File: config.mk
export PLATFORM = sky130hd
export DESIGN_NAME = axi_cdc_src_isolate
export DESIGN_NICKNAME = d
export VERILOG_FILES = /design/src/rtl/axi_cdc_src_isolate.sv
export SDC_FILE = /design/constraint.sdc
export NUM_CORES = 1
export LEC_CHECK = 0
export BUFFER_PORTS_ARGS = -buffer_cell sky130_fd_sc_hd__buf_2
export CAP_MARGIN = 20
export CORE_AREA = 10 10 130 132
export DETAILED_ROUTE_END_ITERATION = 12
export DIE_AREA = 0 0 140 142
export GPL_TIMING_DRIVEN = 0
export MAX_ROUTING_LAYER = met4
export PLACE_DENSITY = 0.53
export SETUP_SLACK_MARGIN = 0.02
export SLEW_MARGIN = 10
export SYNTH_ARGS = -nofsm -noshare
export SYNTH_HDL_FRONTEND = slang
export SYNTH_SLANG_ARGS = --single-unit
File: constraint.sdc
create_clock -name clk_i -period 3.48 [get_ports clk_i]
set_input_delay 0 -clock clk_i [delete_from_list [all_inputs] [get_ports clk_i]]
set_output_delay 0 -clock clk_i [all_outputs]
set_load 0.02 [all_outputs]
File: src/rtl/axi_cdc_src_isolate.sv
// Quiesce controller for the source half of an AXI CDC: blocks new AW/AR on request,
// drains outstanding W/B/R traffic, then reports the port isolated.

package axi_cdc_src_isolate_pkg;
  typedef struct packed {
    logic [3:0]  id;
    logic [31:0] addr;
    logic [7:0]  len;
  } ax_chan_t;

  typedef struct packed {
    logic [31:0] data;
    logic        last;
  } w_chan_t;

  typedef struct packed {
    logic [3:0] id;
    logic [1:0] resp;
  } b_chan_t;

  typedef struct packed {
    logic [3:0]  id;
    logic [31:0] data;
    logic [1:0]  resp;
    logic        last;
  } r_chan_t;

  typedef struct packed {
    ax_chan_t aw;
    logic     aw_valid;
    w_chan_t  w;
    logic     w_valid;
    logic     b_ready;
    ax_chan_t ar;
    logic     ar_valid;
    logic     r_ready;
  } axi_req_t;

  typedef struct packed {
    logic    aw_ready;
    logic    w_ready;
    b_chan_t b;
    logic    b_valid;
    logic    ar_ready;
    r_chan_t r;
    logic    r_valid;
  } axi_resp_t;
endpackage

module axi_cdc_src_isolate #(
  parameter int unsigned MaxTxns = 8,
  parameter type axi_req_t  = axi_cdc_src_isolate_pkg::axi_req_t,
  parameter type axi_resp_t = axi_cdc_src_isolate_pkg::axi_resp_t
) (
  input  logic      clk_i,
  input  logic      rst_i,
  input  logic      isolate_i,
  output logic      isolated_o,
  input  axi_req_t  slv_req_i,
  output axi_resp_t slv_resp_o,
  output axi_req_t  mst_req_o,
  input  axi_resp_t mst_resp_i
);

  localparam int unsigned CW = $clog2(MaxTxns + 1);
  localparam logic [CW-1:0] CntMax = CW'(MaxTxns);

  typedef enum logic [1:0] {NORMAL, DRAIN, ISOLATED} state_e;

  state_e              state_q, state_d;
  logic [CW-1:0]       wr_cnt_q, wr_cnt_d, rd_cnt_q, rd_cnt_d;
  logic signed [CW:0]  w_bal_q, w_bal_d;
  logic                aw_hold_q, ar_hold_q, w_hold_q, w_mid_q, isolated_q;
  logic                aw_open, ar_open, w_open;
  logic                aw_hs, ar_hs, w_hs, w_last_hs, b_hs, r_last_hs;
  logic                bal_neg, bal_zero, bal_pos, drained;

  assign bal_neg  = w_bal_q[CW];
  assign bal_zero = (w_bal_q == '0);
  assign bal_pos  = !bal_neg && !bal_zero;

  // B/R completions depend only on inputs, so a freeing handshake can reopen a
  // saturated AW/AR gate in the same cycle without a combinational loop.
  assign b_hs      = mst_resp_i.b_valid & slv_req_i.b_ready;
  assign r_last_hs = mst_resp_i.r_valid & slv_req_i.r_ready & mst_resp_i.r.last;

  assign aw_open = !rst_i && (aw_hold_q ||
                   ((state_q == NORMAL || (state_q == DRAIN && bal_neg)) &&
                    (wr_cnt_q < CntMax || b_hs)));
  assign ar_open = !rst_i && (ar_hold_q ||
                   (state_q == NORMAL && (rd_cnt_q < CntMax || r_last_hs)));
  assign w_open  = !rst_i && (w_hold_q || state_q == NORMAL ||
                   (state_q == DRAIN && (bal_pos || w_mid_q)));

  always_comb begin
    mst_req_o           = slv_req_i;
    mst_req_o.aw_valid  = slv_req_i.aw_valid & aw_open;
    mst_req_o.w_valid   = slv_req_i.w_valid & w_open;
    mst_req_o.ar_valid  = slv_req_i.ar_valid & ar_open;
    slv_resp_o          = mst_resp_i;
    slv_resp_o.aw_ready = mst_resp_i.aw_ready & aw_open;
    slv_resp_o.w_ready  = mst_resp_i.w_ready & w_open;
    slv_resp_o.ar_ready = mst_resp_i.ar_ready & ar_open;
  end

  assign aw_hs     = mst_req_o.aw_valid & mst_resp_i.aw_ready;
  assign ar_hs     = mst_req_o.ar_valid & mst_resp_i.ar_ready;
  assign w_hs      = mst_req_o.w_valid & mst_resp_i.w_ready;
  assign w_last_hs = w_hs & slv_req_i.w.last;

  always_comb begin
    wr_cnt_d = wr_cnt_q;
    rd_cnt_d = rd_cnt_q;
    w_bal_d  = w_bal_q;
    unique case ({aw_hs, b_hs})
      2'b10:   if (wr_cnt_q != CntMax) wr_cnt_d = wr_cnt_q + CW'(1);
      2'b01:   if (wr_cnt_q != '0)     wr_cnt_d = wr_cnt_q - CW'(1);
      default: wr_cnt_d = wr_cnt_q;
    endcase
    unique case ({ar_hs, r_last_hs})
      2'b10:   if (rd_cnt_q != CntMax) rd_cnt_d = rd_cnt_q + CW'(1);
      2'b01:   if (rd_cnt_q != '0)     rd_cnt_d = rd_cnt_q - CW'(1);
      default: rd_cnt_d = rd_cnt_q;
    endcase
    unique case ({aw_hs, w_last_hs})
      2'b10:   w_bal_d = w_bal_q + (CW+1)'(1);
      2'b01:   w_bal_d = w_bal_q - (CW+1)'(1);
      default: w_bal_d = w_bal_q;
    endcase
  end

  assign drained = (wr_cnt_q == '0) && (rd_cnt_q == '0) && bal_zero &&
                   !aw_hold_q && !ar_hold_q && !w_hold_q && !w_mid_q;

  always_comb begin
    state_d = state_q;
    unique case (state_q)
      NORMAL:   if (isolate_i) state_d = DRAIN;
      DRAIN: begin
        if (!isolate_i)   state_d = NORMAL;
        else if (drained) state_d = ISOLATED;
      end
      ISOLATED: if (!isolate_i) state_d = NORMAL;
      default:  state_d = NORMAL;
    endcase
  end

  always_ff @(posedge clk_i) begin
    if (rst_i) begin
      state_q    <= NORMAL;
      wr_cnt_q   <= '0;
      rd_cnt_q   <= '0;
      w_bal_q    <= '0;
      aw_hold_q  <= 1'b0;
      ar_hold_q  <= 1'b0;
      w_hold_q   <= 1'b0;
      w_mid_q    <= 1'b0;
      isolated_q <= 1'b0;
    end else begin
      state_q    <= state_d;
      wr_cnt_q   <= wr_cnt_d;
      rd_cnt_q   <= rd_cnt_d;
      w_bal_q    <= w_bal_d;
      aw_hold_q  <= mst_req_o.aw_valid & ~mst_resp_i.aw_ready;
      ar_hold_q  <= mst_req_o.ar_valid & ~mst_resp_i.ar_ready;
      w_hold_q   <= mst_req_o.w_valid & ~mst_resp_i.w_ready;
      if (w_hs) w_mid_q <= ~slv_req_i.w.last;
      isolated_q <= (state_d == ISOLATED);
    end
  end

  assign isolated_o = isolated_q;

  // A completion with nothing outstanding means the downstream broke protocol.
  assert property (@(posedge clk_i) disable iff (rst_i) !(b_hs && wr_cnt_q == '0));
  assert property (@(posedge clk_i) disable iff (rst_i) !(r_last_hs && rd_cnt_q == '0));

endmodule

; Yosys cells after proc, flatten, opt, wreduce, memory -nomap -nowiden
; Index checks and enable logic that the tools add are counted.
[word_totals]
register_bits = 20
latchBits = 0
ramBits = 0
mem_bits_ro = 0
inputBits = 179
out_inout_bits = 177
mem_count = 0
[op_classes]
add_sub_neg = 6
n_mul = 0
div = 0
order_cmp = 2
eq_ne = 15
shifts = 0
muxes = 12
bitwise = 20
n_reduce_logical = 40
[ops]
columns = op, n
row1 = 1-bit AND, 16
row2 = 4-bit two-way mux, 4
row3 = 4-bit one-hot mux with 2 select lines, 2
row4 = 1-bit logical AND, 14
row5 = 2-bit == test (second input constant), 5
row6 = 5-bit one-hot mux with 2 select lines, 1
row7 = 4-bit by 1-bit adder with 4-bit output (second input constant), 2
row8 = 2-bit by 1-bit == test with 1-bit output (second input constant), 4
row9 = 4-bit zero test, 2
row10 = 1-bit logical OR, 8
row11 = 4-bit < comparator (second input constant), 2
row12 = 2-bit two-way mux, 4
row13 = 2-bit != test (second input constant), 4
row14 = 4-bit != test (second input constant), 2
row15 = 4-bit nonzero test, 2
row16 = 4-bit by 1-bit subtractor with 4-bit output (second input constant), 2
row17 = 1-bit zero test, 7
row18 = 2-bit one-hot mux with 3 select lines, 1
row19 = 3-bit AND reduction, 2
row20 = 2-bit nonzero test, 3
row21 = 5-bit by 2-bit adder with 5-bit output (second input constant), 1
row22 = 5-bit zero test, 1
row23 = 5-bit by 2-bit subtractor with 5-bit output (second input constant), 1
row24 = 1-bit inverter, 4
row25 = 2-bit zero test, 1

; Longest topological paths before layout
[logic_depth]
word_depth = 12
depth_mapped = 13

; Worst setup path after synthesis
; Ideal clock, no wire load.
[synth_timing]
kind = register to register
start = register w_bal_q[0]
end = register w_bal_q[4]
setup_time_ps = 121
arrival_ps = 2993
path_slack_ps = 366
stages_incl_launch_ff = 13
n_path_buf = 0
period_less_slack_ps = 3114
path_cell_list = dfxtp_1 > nor4_2 > nor3_1 > o31a_1 > and2_1 > and3_1 > ha_1 > ha_1 > nor2b_1 > o21ai_0 > a21oi_1 > or3b_1 > mux2_2
[synth_rtl]
columns = item, line_no
row1 = from (decl), 72  ; logic signed [CW:0] w_bal_q, w_bal_d;
row2 = from (signal assigned), 163  ; w_bal_q <= w_bal_d;

; Worst setup path after layout
[layout_timing]
start = register w_bal_q[0]
end = register w_bal_q[4]
[layout_via]
elab_chain_len = 12
elab_cells_between_ends = 16
cone_classes = add/sub: 2 / eq/ne: 2 / mux: 1 / bitwise: 3 / reduce/logical: 8
[layout_rtl]
columns = item, line_no
row1 = 5-bit zero test, 79  ; assign bal_zero = (w_bal_q == '0);
row2 = 1-bit zero test, 80  ; assign bal_pos = !bal_neg && !bal_zero;
row3 = 1-bit logical AND, 80
row4 = 1-bit logical OR, 93  ; (state_q == DRAIN && (bal_pos || w_mid_q)));
row5 = 1-bit logical AND, 93
row6 = 1-bit logical OR, 92  ; assign w_open = !rst_i && (w_hold_q || state_q == NORMAL ||
row7 = 1-bit logical AND, 92
row8 = 1-bit AND, 98  ; mst_req_o.w_valid = slv_req_i.w_valid & w_open;
row9 = 1-bit AND, 108  ; assign w_hs = mst_req_o.w_valid & mst_resp_i.w_ready;
row10 = 1-bit AND, 109  ; assign w_last_hs = w_hs & slv_req_i.w.last;
row11 = 2-bit by 1-bit == test with 1-bit output / 2-bit == test (equally long branches), 125  ; unique case ({aw_hs, w_last_hs})
row12 = 5-bit one-hot mux with 2 select lines / 2-bit nonzero test (equally long branches), --
; Parallel ways exist; a longest one is shown, timed or not.
; A chain may end at the register's enable or synchronous reset.

==> reports/results.txt <==
Status = complete, no violations
Latest clock arrival within the worst-skew pair = 0.25 ns
CTS tree = done
Detailed-route wire length = 10,000 um
Max IR drop VDD = 0.000142 V
Period utilization = 93.1%
Post-route DRC = 0
Rows = 44
Initial DRC Count = 45
Total negative slack = 0 ns
Setup ws final = 0.240 ns
Pleak = 2.23 nW
Inst Count DP = 701
Die ar. = 0.0199 sq mm
P&R area growth vs syn = 50.1%
H-tree Lvls = 1
Drt wl/cell = 14.1 um
Setup CP Type = reg2reg
First-pass GRT wire length = 14,400 um
Synthesized flop and latch total = 20
Clk slew on worst S/H paths = 0.06 ns
Global placer's final weighted congestion = 0.700
Vias in the first global route = 2,765
GRT overflow = 0
RSZ-0062 raised after global routing = false
Ys async rst share = 0%
Root buffer cell = clkbuf_16
P per Cell Area = 256 mW/mm^2
Final hold vios = 0
CTS Buf Count = 3
Chip height = 142 um
Actual slew at the worst max-slew pin = 0.554 ns
Ant diodes = 0
Max Fclk = 0.309 GHz
Chip width = 140 um
YS warnings = 0
Routed Antenna Nets = 0
Bufs on Longest Clock Path = 2
Worst Path Required = 3.62 ns
Core footprint = 0.0143 sq mm
Slew HR = 63.1%
Vias = 2,551
Dpl hpwl = 9210 um
Clock sink count = 20
Avg Vias per Cell = 3.60
Syn Nets = 516
Worst min-delay path category = in2reg
Post-synth cell types = 44
All-Layer GR Usage = 8.85%
Startpoint Class = flop
Initial cell density of the core = 18.4%
Cell count after synthesis = 326
MaxCap Viol Count = 0
Layout cells sized above 1 = 72.0%
Non-Filler Instances = 709
Arr. time, crit path = 3.38 ns
Post-synthesis sequential area ratio = 15.2%
Post-Syn Area = 0.00263 sq mm
Clk_skew = 0.00185 ns
Final nets = 717
I/O pin count = 356
Largest net degree at the start of global routing = 11
Port-buffer cells = 191
Initial antenna violation count = 0
DR pass1 iterations = 4
# setup viols final = 0
Crit-path max FO = 4
Design Power = 1.01 mW
Slew Limit Fails = 0
Synth Flop Type = dfxtp_1
Post-synth EDFFs = 0
Min Tclk post-route = 3.24 ns
Synthesized area per cell = 8.08 sq um
Hold Slack = 0.155 ns
CP endpoint kind = flop
Pre-CTS WS = 0.117 ns
path summary, 6_finish.rpt:
| kind | startpoint | endpoint | slack [ns] | cells after the start |
|---|---|---|---|---|
| setup / recovery | w_bal_q[0]$_SDFFE_PP0P_ | w_bal_q[4]$_SDFFE_PP0P_ | 0.24 | 12 |
| hold / removal | slv_req_i[47] | w_mid_q$_SDFFE_PP0N_ | 0.15 | 3 |
| setup reg to reg | w_bal_q[0]$_SDFFE_PP0P_ | w_bal_q[4]$_SDFFE_PP0P_ | 0.24 | 12 |
| hold reg to reg | wr_cnt_q[2]$_SDFFE_PP0P_ | wr_cnt_q[2]$_SDFFE_PP0P_ | 0.50 | 2 |
power breakdown:
group | internal, mW | switching, mW | total, mW
Combinational | 0.249 | 0.271 | 0.520
Sequential | 0.241 | 0.0138 | 0.255
Clock | 0.152 | 0.0864 | 0.238
critical path, cell delays in order, from the launching register on:
cell and delay, ns:
dfxtp_1 0.36, nor4_4 0.35, nor3_1 0.10, o31a_1 0.30, and2_1 0.19, and3_1 0.19
ha_1 0.25, ha_1 0.32, nor2b_1 0.15, o21ai_1 0.18, a21oi_1 0.09, or3b_1 0.36
mux2_2 0.27
per-layer routing:
metal,vias to the layer above,share of wire (%),track usage [%]
met5,-,0,-
met4,0,0.36,1.36
met3,2,9.4,3.14
met2,172,55,16.5
met1,1088,36,8.88
li1,1289,-,-
area by class of cell:
class | instances | area [sq um]
Fill cell | 1560 | 10400
Buffer | 174 | 1290
Multi-Input combinational cell | 120 | 905
Clock buffer | 3 | 75.1
Tap cell | 184 | 230
Sequential cell | 20 | 400
Inverter | 12 | 45.0
Timing Repair Buffer | 196 | 1010
stage by stage:
step                instance area, sq um  util, %
finish                              3950     27.6
global route                        3950     27.6
CTS                                 3950     27.6
detailed placement                  3820     26.7
global placement                    3820     26.7
floorplan                           2630        -
Yosys cell counts (all sizes together) (2+ instances only):
cell / count / area, sq um
a2111oi: 2 / 30.0
buf: 171 / 1280
a22oi: 3 / 46.3
ha: 8 / 100
a21oi: 9 / 45.0
nand2: 9 / 33.8
nor2: 21 / 78.8
o31ai: 2 / 15.0
xnor2: 4 / 35.0
a211oi: 2 / 15.0
nor4: 2 / 18.8
inv: 12 / 45.0
nor2b: 12 / 82.6
o21ai: 2 / 10.0
nor3: 4 / 20.0
and3: 3 / 18.8
nand3: 4 / 20.0
mux2i: 3 / 30.0
fa: 3 / 60.1
dfxtp: 20 / 400
mux2: 4 / 45.0
and2: 3 / 21.3
nor3b: 3 / 22.5
a21o: 3 / 22.5
o21bai: 2 / 15.0
clkbuf: 3 / 11.3
registers in the layout, indices dropped and copies added, names as in the netlist:
register    cells
state_q         2
rd_cnt_q        4
w_bal_q         5
ar_hold_q       1
wr_cnt_q        4
isolated_o      1
w_mid_q         1
w_hold_q        1
aw_hold_q       1
what timing repair did:
| action | 4_1_cts | 5_1_grt |
|---|---|---|
| buffers inserted | 0 | 0 |
| endpoints found under the setup margin | 0 | 1 |
| hold endpoints to repair | 5 | 0 |
| hold buffers | 5 | 0 |
| gates resized for setup | 0 | 2 |
kinds of logic (layout without fill, tap and decap cells):
logic type               Yosys count  count (layout)  share of synthesized area [%]
buffers and inverters            186             385                           50.8
AND/OR/NAND/NOR                   66              66                           13.5
AO/OA/AOI/OAI                     31              31                           9.88
flip-flops                        20              20                           15.2
adder cells (fa/ha/maj)           11              11                           6.08
multiplexers                       7               7                           2.85
XOR/XNOR                           5               5                           1.66
layout by cell type (no fill, tap or decap), types with 2 or more instances in the layout:
| cell | n |
|---|---|
| a2111oi_2 | 2 |
| a211oi_1 | 2 |
| a21o_1 | 3 |
| a21oi_1 | 9 |
| a22oi_2 | 2 |
| and2_1 | 2 |
| and3_1 | 3 |
| buf_2 | 192 |
| buf_4 | 170 |
| clkbuf_1 | 3 |
| clkbuf_16 | 3 |
| dfxtp_1 | 20 |
| dlygate4sd3_1 | 5 |
| fa_1 | 3 |
| ha_1 | 8 |
| inv_1 | 12 |
| mux2_2 | 3 |
| mux2i_1 | 3 |
| nand2_1 | 9 |
| nand3_1 | 4 |
| nor2_1 | 21 |
| nor2b_1 | 11 |
| nor3_1 | 4 |
| nor3b_1 | 3 |
| o21bai_1 | 2 |
| o31ai_1 | 2 |
| xnor2_1 | 4 |
(Power assumes the default switching activity.)
